`src/rtl/seg_display_bcd_if.sv`:
```
// ============================================================================
//  seg_display_bcd_if : value-in valid/ready handshake for seg_display_bcd
//  Rev 1.0
// ============================================================================
`default_nettype none

interface seg_display_bcd_if #(
    parameter int BIN_W = 12
) ();
    logic [BIN_W-1:0] din;
    logic             din_val;
    logic             din_rdy;

    modport master (output din, output din_val, input  din_rdy);
    modport slave  (input  din, input  din_val, output din_rdy);
endinterface

`default_nettype wire

```
`src/rtl/seg_display_bcd.sv`:
```
// ============================================================================
//  seg_display_bcd : binary-to-BCD (double dabble) multiplexed 7-seg driver
//  Rev 1.0
// ============================================================================
`default_nettype none

module seg_display_bcd #(
    parameter int BIN_W    = 12,
    parameter int DIGITS   = 6,
    parameter int CLK_HZ   = 50_000_000,
    parameter int SCAN_HZ  = 1000,
    parameter int DP_POS   = 1,
    parameter int BLANK_LZ = 1
) (
    input  wire logic              clk,
    input  wire logic              rst,
    seg_display_bcd_if.slave       s_in,
    output logic                   ovf,
    output logic [DIGITS-1:0]      seg_sel,
    output logic [7:0]             seg_data
);

    function automatic logic [63:0] pow10(input int n);
        logic [63:0] r;
        r = 64'd1;
        for (int k = 0; k < n; k++) r = r * 64'd10;
        return r;
    endfunction

    localparam int          c_bcd_w   = 4 * DIGITS;
    localparam int          c_dwell   = CLK_HZ / SCAN_HZ;
    localparam int          c_dwell_w = (c_dwell > 2) ? $clog2(c_dwell) : 1;
    localparam int          c_idx_w   = (DIGITS > 1) ? $clog2(DIGITS) : 1;
    localparam int          c_cnt_w   = $clog2(BIN_W);
    localparam logic [63:0] c_max_val = pow10(DIGITS) - 64'd1;

    typedef enum logic [1:0] {
        ST_IDLE   = 2'd0,
        ST_SHIFT  = 2'd1,
        ST_COMMIT = 2'd2
    } state_t;

    state_t               state_q,    state_d;
    logic [BIN_W-1:0]     bin_q,      bin_d;
    logic [c_bcd_w-1:0]   bcd_q,      bcd_d;
    logic [c_bcd_w-1:0]   bcd_adj;
    logic [c_cnt_w-1:0]   cnt_q,      cnt_d;
    logic                 ovf_next_q, ovf_next_d;
    logic [c_bcd_w-1:0]   disp_q,     disp_d;
    logic                 ovf_q,      ovf_d;
    logic [c_dwell_w-1:0] dwell_q,    dwell_d;
    logic [c_idx_w-1:0]   idx_q,      idx_d;
    logic [DIGITS-1:0]    seg_sel_q,  seg_sel_d;
    logic [7:0]           seg_data_q, seg_data_d;

    logic [3:0]           nibble;
    logic                 upper_zero;
    logic                 blank;

    assign s_in.din_rdy = (state_q == ST_IDLE);
    assign ovf          = ovf_q;
    assign seg_sel      = seg_sel_q;
    assign seg_data     = seg_data_q;

    // Converter: load, BIN_W add-3/shift iterations, then commit to display
    always_comb begin
        state_d    = state_q;
        bin_d      = bin_q;
        bcd_d      = bcd_q;
        cnt_d      = cnt_q;
        ovf_next_d = ovf_next_q;
        disp_d     = disp_q;
        ovf_d      = ovf_q;
        bcd_adj    = bcd_q;
        for (int k = 0; k < DIGITS; k++) begin
            if (bcd_q[4*k +: 4] >= 4'd5) bcd_adj[4*k +: 4] = bcd_q[4*k +: 4] + 4'd3;
        end
        case (state_q)
            ST_IDLE: begin
                if (s_in.din_val) begin
                    bin_d      = s_in.din;
                    bcd_d      = '0;
                    cnt_d      = '0;
                    ovf_next_d = (64'(s_in.din) > c_max_val);
                    state_d    = ST_SHIFT;
                end
            end
            ST_SHIFT: begin
                bcd_d = {bcd_adj[c_bcd_w-2:0], bin_q[BIN_W-1]};
                bin_d = {bin_q[BIN_W-2:0], 1'b0};
                cnt_d = cnt_q + 1'b1;
                if (int'(cnt_q) == BIN_W - 1) state_d = ST_COMMIT;
            end
            ST_COMMIT: begin
                disp_d  = bcd_q;
                ovf_d   = ovf_next_q;
                state_d = ST_IDLE;
            end
            default: state_d = ST_IDLE;
        endcase
    end

    // Scan and per-digit decode; outputs registered against the current index
    always_comb begin
        dwell_d = dwell_q + 1'b1;
        idx_d   = idx_q;
        if (int'(dwell_q) == c_dwell - 1) begin
            dwell_d = '0;
            idx_d   = (int'(idx_q) == DIGITS - 1) ? '0 : idx_q + 1'b1;
        end

        nibble     = 4'd0;
        upper_zero = 1'b1;
        for (int j = 0; j < DIGITS; j++) begin
            if (j == int'(idx_q)) nibble = disp_q[4*j +: 4];
            if ((j >= int'(idx_q)) && (disp_q[4*j +: 4] != 4'd0)) upper_zero = 1'b0;
        end
        blank = (BLANK_LZ != 0) && (int'(idx_q) > 0) && (int'(idx_q) > DP_POS) && upper_zero;

        case (nibble)
            4'd0:    seg_data_d = 8'hC0;
            4'd1:    seg_data_d = 8'hF9;
            4'd2:    seg_data_d = 8'hA4;
            4'd3:    seg_data_d = 8'hB0;
            4'd4:    seg_data_d = 8'h99;
            4'd5:    seg_data_d = 8'h92;
            4'd6:    seg_data_d = 8'h82;
            4'd7:    seg_data_d = 8'hF8;
            4'd8:    seg_data_d = 8'h80;
            4'd9:    seg_data_d = 8'h90;
            default: seg_data_d = 8'hFF;
        endcase
        if (blank) seg_data_d = 8'hFF;
        if ((seg_data_d != 8'hFF) && (int'(idx_q) == DP_POS)) seg_data_d[7] = 1'b0;
        if (ovf_q) seg_data_d = 8'hBF;

        seg_sel_d = ~(DIGITS'(1) << idx_q);
    end

    always_ff @(posedge clk) begin
        if (rst) begin
            state_q    <= ST_IDLE;
            bin_q      <= '0;
            bcd_q      <= '0;
            cnt_q      <= '0;
            ovf_next_q <= 1'b0;
            disp_q     <= '0;
            ovf_q      <= 1'b0;
            dwell_q    <= '0;
            idx_q      <= '0;
            seg_sel_q  <= '1;
            seg_data_q <= 8'hFF;
        end else begin
            state_q    <= state_d;
            bin_q      <= bin_d;
            bcd_q      <= bcd_d;
            cnt_q      <= cnt_d;
            ovf_next_q <= ovf_next_d;
            disp_q     <= disp_d;
            ovf_q      <= ovf_d;
            dwell_q    <= dwell_d;
            idx_q      <= idx_d;
            seg_sel_q  <= seg_sel_d;
            seg_data_q <= seg_data_d;
        end
    end

endmodule

`default_nettype wire

```
`src/flat_wrapper.sv`:
```
// flat-port wrapper written by rule: the top's interface ports become plain ports
module seg_display_bcd_flat 
#(
    parameter int BIN_W    = 12,
    parameter int DIGITS   = 6,
    parameter int CLK_HZ   = 50_000_000,
    parameter int SCAN_HZ  = 1000,
    parameter int DP_POS   = 1,
    parameter int BLANK_LZ = 1
)
  (clk, rst, ovf, seg_sel, seg_data, s_in_din, s_in_din_val, s_in_din_rdy);
  seg_display_bcd_if #(.BIN_W(BIN_W)) s_in_i ();
  input  wire logic clk;
  input  wire logic rst;
  output logic ovf;
  output logic [DIGITS-1:0] seg_sel;
  output logic [7:0] seg_data;
  input wire logic [$bits(s_in_i.din)-1:0] s_in_din;
  input wire logic [$bits(s_in_i.din_val)-1:0] s_in_din_val;
  output wire logic [$bits(s_in_i.din_rdy)-1:0] s_in_din_rdy;
  assign s_in_i.din = s_in_din;
  assign s_in_i.din_val = s_in_din_val;
  assign s_in_din_rdy = s_in_i.din_rdy;
  seg_display_bcd #(.BIN_W(BIN_W), .DIGITS(DIGITS), .CLK_HZ(CLK_HZ), .SCAN_HZ(SCAN_HZ), .DP_POS(DP_POS), .BLANK_LZ(BLANK_LZ)) u_core (.clk(clk), .rst(rst), .s_in(s_in_i), .ovf(ovf), .seg_sel(seg_sel), .seg_data(seg_data));
endmodule
```
`config.mk`:
```
export PLATFORM = sky130hd
export DESIGN_NAME = seg_display_bcd_flat
export DESIGN_NICKNAME = d
export VERILOG_FILES = /design/src/rtl/seg_display_bcd_if.sv /design/src/rtl/seg_display_bcd.sv /design/src/flat_wrapper.sv
export SDC_FILE = /design/constraint.sdc
export NUM_CORES = 1
export LEC_CHECK = 0
export CORE_ASPECT_RATIO = 0.5
export CORE_MARGIN = 10
export CORE_UTILIZATION = 48
export DETAILED_ROUTE_END_ITERATION = 8
export GPL_TIMING_DRIVEN = 0
export HOLD_SLACK_MARGIN = 0.12
export PLACE_DENSITY = 0.67
export SKIP_LAST_GASP = 1
export SYNTH_ARGS = -nofsm -noshare
export SYNTH_HDL_FRONTEND = slang
export SYNTH_SLANG_ARGS = --single-unit
```
`constraint.sdc`:
```
create_clock -name clk -period 5.5 [get_ports clk]
set_input_delay 1.1 -clock clk [delete_from_list [all_inputs] [get_ports clk]]
set_output_delay 1.1 -clock clk [all_outputs]
set_load 0.03 [all_outputs]
```
Yosys cells after proc, flatten, opt, wreduce, memory -nomap -nowiden
Memory sizes are Yosys's and may differ from the RTL's.
Cells that the tools add are included.
{"block": "totals", "memories": 1, "word_cells": 101, "out_inout_bits": 16, "register_bits": 99, "mem_bits_ro": 112, "inputBits": 15}
{"block": "op_classes", "n_eq_ne": 14, "order_cmp": 14, "mux": 30, "add_sub_neg": 9, "bitwise": 1, "n_shift": 1, "reduce_logical": 21}
{"name": "(no name shown)", "depth": 16, "word_bits": 7, "read_ports": 1, "rd_ports_with_merged_regs": 0, "wr": 0, "line": "seg_display_bcd.sv:120", "rtl": "case (nibble)"}
{"operator": "2-to-1 mux 4 bit", "n": 12}
{"operator": "one-hot mux 24 bit (2 select lines)", "n": 1}
{"operator": "greater-or-equal comparator 4 x 3 -> 1 bit (second input constant)", "n": 6}
{"operator": "2-to-1 mux 24 bit", "n": 1}
{"operator": "one-hot mux 12 bit (2 select lines)", "n": 1}
{"operator": "nonzero test 4 bit", "n": 6}
{"operator": "adder 4 x 2 -> 4 bit (second input constant)", "n": 5}
{"operator": "adder 16 x 1 -> 16 bit (second input constant)", "n": 1}
{"operator": "== test 16 x 15 -> 1 bit (second input constant)", "n": 1}
{"operator": "== test 3 bit (first input constant)", "n": 4}
{"operator": "2-to-1 mux 12 bit", "n": 1}
{"operator": "logical AND 1 bit", "n": 9}
{"operator": "2-to-1 mux 8 bit", "n": 1}
{"operator": "!= test 8 bit (second input constant)", "n": 1}
{"operator": "one-hot mux 4 bit (2 select lines)", "n": 1}
{"operator": "2-to-1 mux 1 bit", "n": 7}
{"operator": "greater-or-equal comparator 1 x 3 -> 1 bit (first input constant)", "n": 2}
{"operator": "greater-or-equal comparator 2 x 3 -> 1 bit (first input constant)", "n": 2}
{"operator": "greater-or-equal comparator 3 bit (first input constant)", "n": 2}
{"operator": "> comparator 3 x 1 -> 1 bit (second input constant)", "n": 2}
{"operator": "2-to-1 mux 3 bit", "n": 2}
{"operator": "inverter 6 bit", "n": 1}
{"operator": "<< shifter 1 x 3 -> 6 bit (first input constant)", "n": 1}
{"operator": "adder 4 x 1 -> 4 bit (second input constant)", "n": 1}
{"operator": "other kinds (17)", "n": 19}

Depth between registers and ports, before layout
Gate-level depths: netlist of run 1.
{"block": "logic_depth", "word_depth": 13, "mapped_depth": 13, "depth_no_buf": 10}

Least setup slack after synthesis of run 1
No wires, ideal clock.
{"block": "synth_path", "kind": "flip-flop to flip-flop", "startpoint": "reg u_core.idx_q[1]", "endpoint": "reg u_core.seg_data_q[6], in the netlist u_core.seg_data[6]", "path_stages_with_launch": 13, "setup_slack_ps": 3276, "arrival_time_ps": 2080, "setup_ps": 144, "t_required_ps": 5356, "period_less_slack_ps": 2224, "n_path_buf": 3, "cell_sequence": "dfxtp_1 buf_6 buf_6 inv_1 nor2_1 ha_1 clkbuf_1 nor2_2 a211oi_2 inv_2 ha_1 nor3_2 a22oi_1"}
{"block": "synth_between", "elab_chain_cells": 10, "word_cells_on_any_way": 36, "classes_between": "8 x order compare; 5 x eq/ne; 13 x mux; 9 x reduce/logical; 1 x memory"}
{"element": "start, declared", "line": "seg_display_bcd.sv:52", "rtl": "logic [c_idx_w-1:0] idx_q, idx_d;"}
{"element": "start signal, assigned", "line": "seg_display_bcd.sv:162", "rtl": "idx_q <= idx_d;"}
{"element": "branches (longest 9 deep; another with memory (16 x 7 bit))"}
{"element": "2-to-1 mux 8 bit (*)", "line": "seg_display_bcd.sv:133", "rtl": "if (blank) seg_data_d = 8'hFF;"}
{"element": "end signal, assigned", "line": "seg_display_bcd.sv:164", "rtl": "seg_data_q <= seg_data_d;"}
{"element": "end, declared", "line": "seg_display_bcd.sv:54", "rtl": "logic [7:0] seg_data_q, seg_data_d;"}
Every way passes the cells marked *.
A chain may end at the register's enable or synchronous reset.

Worst setup path after layout of run 1
{"block": "layout_path", "startpoint": "reg u_core.state_q[0]", "endpoint": "out s_in_din_rdy"}
{"block": "layout_between", "elab_chain_cells": 1}
{"element": "start, declared", "line": "seg_display_bcd.sv:43", "rtl": "state_t state_q, state_d;"}
{"element": "start signal, assigned", "line": "seg_display_bcd.sv:154", "rtl": "state_q <= state_d;"}
{"element": "zero test 2 bit", "line": "seg_display_bcd.sv:60", "rtl": "assign s_in.din_rdy = (state_q == ST_IDLE);"}
{"element": "end, declared", "line": "flat_wrapper.sv:20", "rtl": "output wire logic [$bits(s_in_i.din_rdy)-1:0] s_in_din_rdy;"}
No other way between the ends.

==> flow_metrics.tcl, run 1 <==
set metrics [dict create \
    hold_ws_ps 455.1 \
    hold_violations 0 \
    final_cell_mix "99 x dfxtp_1, 83 x nand2_1, 74 x a21oi_1" \
    grt_pass1_wl_mm 18.34 \
    dp_hpwl_mm 7.891 \
    worst_slew_pin_slew_ps 617.8 \
    drc_errors 0 \
    grt_pass1_vias 3727 \
    vdd_drop_max_uv 145.2 \
    seq_area_frac_synth_pct 43.03 \
    crit_path_top_delay_cell "clkdlybuf4s50_1" \
    async_flop_share_pct 0 \
    crit_chain "nor2_1 > clkdlybuf4s50_1" \
    drt-wirelength-per-cell_um 15.33 \
    reg2reg_to "u_core.seg_data[6]" \
    synth_nets 592 \
    drtAntennaViolNets 0 \
    track_usage_pct 16.26 \
    overflow 0 \
    clk_latency_ps 350 \
    root_buffer "clkbuf_16" \
    r2r_slack_ps 2880 \
    period_minus_slack_ps 2722 \
    fmax_ghz 0.3674 \
    hp-class "reg2reg" \
    hold-path-cell-count 2 \
    path_max_fanout 5 \
    start_kind "register" \
    final-setup-viol-count 0 \
    std_cell_rows 25 \
    layout-drive-gt1-share_pct 6.271 \
    finalSetupTns_ps 0 \
    cp_data_arrival_time_ps 1620 \
    synth_edf_count 0 \
    syn_to_final_growth_pct 16.35 \
    reg2regPathDepth 11 \
    nets 632 \
    drtIter0Drc 259 \
    yosysWarningCount 0 \
    outcome "finished clean" \
    pre_cts_ws_ps 2609 \
    synth.largest_area_cell "dfxtp_1" \
    cts_setup_buffers 0 \
    slew_headroom_pct 58.82 \
    synth.distinct_cells 57 \
    synth_top_area_share_pct 43.03 \
    end_kind "output port" \
    clock-sinks 99 \
    clockBufferDepth 2 \
    coreArea_um2 9384 \
    num_antenna_cells 0 \
    hold_buffers 0 \
    reg2reg_from "u_core.idx_q[2]" \
    final.period_utilization_pct 49.49 \
    io_buffers 29 \
    die_h_um 89.27 \
    cts.clk_slew.worst_paths_ps 70 \
    synthFlopType "dfxtp_1" \
    synth_cells 561 \
    cts_resized 0 \
    fin_ws_ps 2778 \
    vias_per_cell 5.497 \
    vias 3996 \
    drt-total-wl_mm 11.14 \
    maxSlewViolCount 0 \
    cts_tree "yes" \
    initial_core_util_pct 49.08 \
    cts_inserted_buffers 9 \
    drt_pass1_iterations 4 \
    synth_area_leaders "dfxtp_1 43%, a21oi_1 8.0%, nand2_1 6.8%, ha_1 4.3%, nand3_1 3.6%" \
    slowest_delay_ps 720 \
    final.setup_skew_ps 8.373 \
    fp.dieW_um 158.5 \
    antenna_found_initial 0 \
    rsz0062_at_grt "no" \
    dp_cells 711 \
    min_to "u_core.disp_q[6]" \
    hold_start "u_core.disp_q[6]" \
    gp_congestion 0.8567 \
    ys_ff_latch 99 \
    synthesis.area_um2 4606 \
    leakage_uw 0.001811 \
    avgSynthCellArea_um2 8.210 \
    cts-htree-levels 3 \
    grt_max_degree 16 \
    p_per_area_nw_per_um2 280.1 \
    io_pins 31 \
    final_common_cell "dfxtp_1" \
    crit_type "reg2out" \
    maxCapViolCount 0 \
    final_cells 727 \
    worstPathRequired_ps 4400 \
    die_area_um2 14150 \
]
state kept, by name, indices dropped and copies added (netlist names):
name / count
u_core.bcd_q: 24
u_core.bin_q: 12
u_core.cnt_q: 4
u_core.disp_q: 24
u_core.dwell_q: 16
u_core.idx_q: 3
u_core.seg_data: 8
u_core.seg_sel: 6
u_core.state_q: 2
through the flow:
stage / area (um2) / utilization, % / total power [uW]
2_1_floorplan: 4606 / - / 805.6
3_3_place_gp: 5047 / 53.79 / 844.8
3_5_place_dp: 5047 / 53.79 / 845.2
4_1_cts: 5359 / 57.11 / 1510
5_1_grt: 5359 / 57.11 / 1550
6_report: 5359 / 57.11 / 1501
logic make-up after synthesis:
group / after synthesis / share of synthesized area (%)
compound gates: 138 / 17.85
flops: 99 / 43.03
fa+ha+maj: 16 / 4.347
mux: 8 / 1.793
other cells: 1 / 0.08142
buf+inv: 52 / 4.835
xor+xnor: 22 / 4.184
simple gates: 225 / 23.88
worst max-delay path: cells and delay by family, from the launching register on:
kind | cells | cell delay, ps
buf+inv | 1 | 720
simple gates | 1 | 220
flops | 1 | 330
layer usage:
metal / GRT usage (%) / part of all wire (%) / vias up
met5: 0 / 0 / -
met4: 6.516 / 1.8 / 0
met3: 4.467 / 4.8 / 21
met2: 24.40 / 43 / 93
met1: 21.73 / 51 / 1856
li1: - / - / 2026
area by class of cell:
| class | count | area (um2) |
|---|---|---|
| sequential | 99 | 1982 |
| tap | 121 | 151.4 |
| multi-input combinational | 410 | 2401 |
| buffer | 33 | 151.4 |
| clock inverter | 4 | 75.07 |
| fill | 885 | 4025 |
| inverter | 19 | 71.32 |
| timing repair buffer | 29 | 290.3 |
| clock buffer | 12 | 236.5 |
power by group:
part	switching (uW)	total (uW)	leakage, uW	internal, uW
Sequential	7.20	736	0.000803	729
Combinational	61.0	92.4	0.000864	31.4
Clock	273	672	0.000143	399
Total	341	1500	0.00181	1160
worst max-delay path by stage:
stage                               endpoint  depth (start not counted)  slack, ps              start
after floorplan           u_core.seg_data[6]                         12       3280    u_core.idx_q[1]
after global placement       u_core.idx_q[1]                          4       2610                rst
after detailed placement     u_core.idx_q[1]                          4       2610                rst
after CTS                       s_in_din_rdy                          2       2770  u_core.state_q[0]
after global routing      u_core.seg_data[6]                         12       2670    u_core.idx_q[1]
final                           s_in_din_rdy                          2       2780  u_core.state_q[0]
synth_stat cells, drive strengths merged (2+ instances only):
master	instances
o21ai	27
dfxtp	99
ha	16
o221ai	2
a211oi	3
a22oi	15
or2	3
o2bb2ai	2
nand2b	12
nor4bb	3
a31oi	6
nand3	33
nor3	16
nand3b	2
inv	19
clkbuf	23
nand2	83
mux2	2
or3	4
nor4	3
nor2	39
buf	10
nand4	8
a21oi	76
nor4b	2
xor2	11
xnor2	11
and2	6
nor2b	5
mux2i	6
Power figures use the tool's default switching activity.
==> inputs of run 2 (changes only) <==
--- a/config.mk
+++ b/config.mk
@@ -11,7 +11,7 @@
 export DETAILED_ROUTE_END_ITERATION = 8
 export GPL_TIMING_DRIVEN = 0
 export HOLD_SLACK_MARGIN = 0.12
-export PLACE_DENSITY = 0.67
+export PLACE_DENSITY = 0.7
 export SKIP_LAST_GASP = 1
 export SYNTH_ARGS = -nofsm -noshare
 export SYNTH_HDL_FRONTEND = slang
==> constraint.sdc (replaced) <==
create_clock -name clk -period 2.2 [get_ports clk]
set_input_delay 0.44 -clock clk [delete_from_list [all_inputs] [get_ports clk]]
set_output_delay 0.44 -clock clk [all_outputs]
set_load 0.03 [all_outputs]
==> run 2 against run 1 <==
- register-to-register slack got worse by 2700 ps
- critical endpoint unchanged
- sequential share of layout area shrank 0.82 points
- via count increased by 1.2%
- global-route usage decreased by 0.18 points
- flip-flop and latch count is the same
- utilization rose by 1.4 points
- cell count is 1.1% higher
- design area grew 2.5%
==> flow_metrics.tcl, run 2 (synthesized netlist as in run 1, its figures left out) <==
set metrics [dict create \
    outcome "finished clean" \
    final_common_cell "dfxtp_1" \
    clk_latency_ps 350 \
    end_kind "output port" \
    drt-wirelength-per-cell_um 14.97 \
    vias_per_cell 5.503 \
    postLayoutCoreUtil_pct 58.51 \
    cts_tree "yes" \
    grt_max_degree 18 \
    drt_pass1_iterations 5 \
    drt-total-wl_mm 11.00 \
    crit_chain "nor2_1 > clkdlybuf4s50_1" \
    seq_area_um2 1986 \
    hp-class "reg2reg" \
    nets 640 \
    fp.dieW_um 158.5 \
    leakage_uw 0.001877 \
    crit_type "reg2out" \
    clock-sinks 99 \
    final.period_utilization_pct 94.99 \
    gp_congestion 0.8431 \
    hold_start "u_core.bin_q[11]" \
    grt_pass1_vias 3752 \
    p_per_area_nw_per_um2 697.6 \
    final-setup-viol-count 0 \
    period_minus_slack_ps 2090 \
    pre_cts_ws_ps -312.0 \
    rsz0062_at_grt "no" \
    cts_inserted_buffers 9 \
    path_max_fanout 5 \
    maxCapViolCount 0 \
    overflow 0 \
    track_usage_pct 16.08 \
    worstPathRequired_ps 1760 \
    io_pins 31 \
    fmax_ghz 0.4785 \
    r2r_slack_ps 190 \
    worst_path_dominant_cell_family "buffers and inverters" \
    min_to "u_core.bin_q[11]" \
    hold_ws_ps 455.2 \
    start_kind "register" \
    grt_pass1_wl_mm 18.23 \
    std_cell_rows 25 \
    multi_input_area_um2 2432 \
    drc_errors 0 \
    io_buffers 29 \
    final_cell_mix "98 x dfxtp_1, 83 x nand2_1, 73 x a21oi_1" \
    maxSlewViolCount 0 \
    slowest_delay_ps 720 \
    use_met1_pct 21.63 \
    largestRegisters "u_core.bcd_q x24, u_core.disp_q x24, u_core.dwell_q x16" \
    grt-busiest-layer "met2" \
    place_area_um2 5049 \
    die_h_um 89.27 \
    num_antenna_cells 0 \
    crit_buf_inv 1 \
    drtIter0Drc 275 \
    vdd_drop_max_uv 412.8 \
    cp_data_arrival_time_ps 1650 \
    coreArea_um2 9384 \
    fin_ws_ps 110.2 \
    vias 4045 \
    reg2regPathDepth 10 \
    syn_to_final_growth_pct 19.21 \
    root_buffer "clkbuf_16" \
    cts-htree-levels 3 \
    slew_headroom_pct 59.15 \
    worst_slew_pin_slew_ps 611.7 \
    hold-path-cell-count 2 \
    hold_violations 0 \
    cts.clk_slew.worst_paths_ps 70 \
    drtAntennaViolNets 0 \
    crit_path_top_delay_cell "clkdlybuf4s50_1" \
    reg2reg_to "u_core.seg_data[3]" \
    die_area_um2 14150 \
    hold_buffers 0 \
    final_area_um2 5490 \
    initial_core_util_pct 49.08 \
    layout-drive-gt1-share_pct 9.446 \
    dp_hpwl_mm 7.731 \
    num-fill-cells 866 \
    final.setup_skew_ps 8.241 \
    antenna_found_initial 0 \
    gr-usage-met3_pct 4.899 \
    reg2reg_from "u_core.idx_q[0]" \
    grt.met2_usage_pct 24.71 \
    clockBufferDepth 2 \
]
[run 2: cell count changes in the layout (fill, tap and decap cells not counted), moves of 2 or more]
cell,change
buf_4,+9
clkinvlp_4,-2
inv_6,+3
nor2_1,-2
nor2_2,+2
clkbuf_1,-4
[run 2: through the flow]
step,instances,setup TNS (ps),total power [uW]
after floorplan,561,0,2014
after global placement,711,-1610,2111
after detailed placement,711,-1829,2113
after CTS,730,0,3858
after global routing,735,0,3945
final,735,0,3830
[run 2: area by class of cell]
class                      instances  area share, %
clock buffer                      10          4.353
inverter                          19          1.299
multi-input combinational        410          44.30
clock inverter                     6          1.732
tap                              121          2.758
timing repair buffer              38          6.518
sequential                        99          36.17
buffer                            32          2.871
[run 2: report_power, final]
part | internal (uW) | total [uW] | switching (uW)
combinational | 78.7 | 229 | 151
sequential | 1820 | 1840 | 18.4
clock | 1040 | 1760 | 719
[run 2: how the worst max path moves through the flow]
stage,start,endpoint,slack [ps],cells past startpoint
6_report,u_core.state_q[0],s_in_din_rdy,110,2
3_3_place_gp,u_core.idx_q[2],u_core.seg_data[1],-290,11
4_1_cts,u_core.idx_q[1],u_core.seg_data[1],4,13
2_1_floorplan,u_core.idx_q[2],u_core.seg_data[6],40,11
3_5_place_dp,u_core.idx_q[2],u_core.seg_data[1],-310,11
5_1_grt,u_core.idx_q[0],u_core.seg_data[6],50,10
[run 2: routing by layer]
layer  part of all wire, %  up-vias
met3                   4.9       12
met5                     0        -
met1                    50     1898
met2                    44       87
li1                      -     2048
met4                   1.2        0
[run 2: worst reg2reg max path, delay by kind of cell, from the launching register on]
kind / cells / cell delay [ps]
flip-flops: 1 / 380
buffers and inverters: 4 / 530
adder cells (fa/ha/maj): 1 / 170
AND/OR/NAND/NOR: 2 / 200
AO/OA/AOI/OAI: 3 / 570
[run 2: what timing repair did]
| item | 4_1_cts | 5_1_grt |
|---|---|---|
| gates cloned | 0 | 0 |
| endpoints found under the setup margin | 8 | 8 |
| pin swaps | 1 | 1 |
| gates resized for setup | 5 | 10 |
| buffers inserted | 3 | 6 |
==> inputs of run 3 (changes only) <==
--- a/config.mk
+++ b/config.mk
@@ -8,6 +8,7 @@
 export CORE_ASPECT_RATIO = 0.5
 export CORE_MARGIN = 10
 export CORE_UTILIZATION = 48
+export CTS_CLUSTER_SIZE = 24
 export DETAILED_ROUTE_END_ITERATION = 8
 export GPL_TIMING_DRIVEN = 0
 export HOLD_SLACK_MARGIN = 0.12
==> results of run 3 <==
Same layout as run 2: the final DEF is identical, and so are final timing and power.
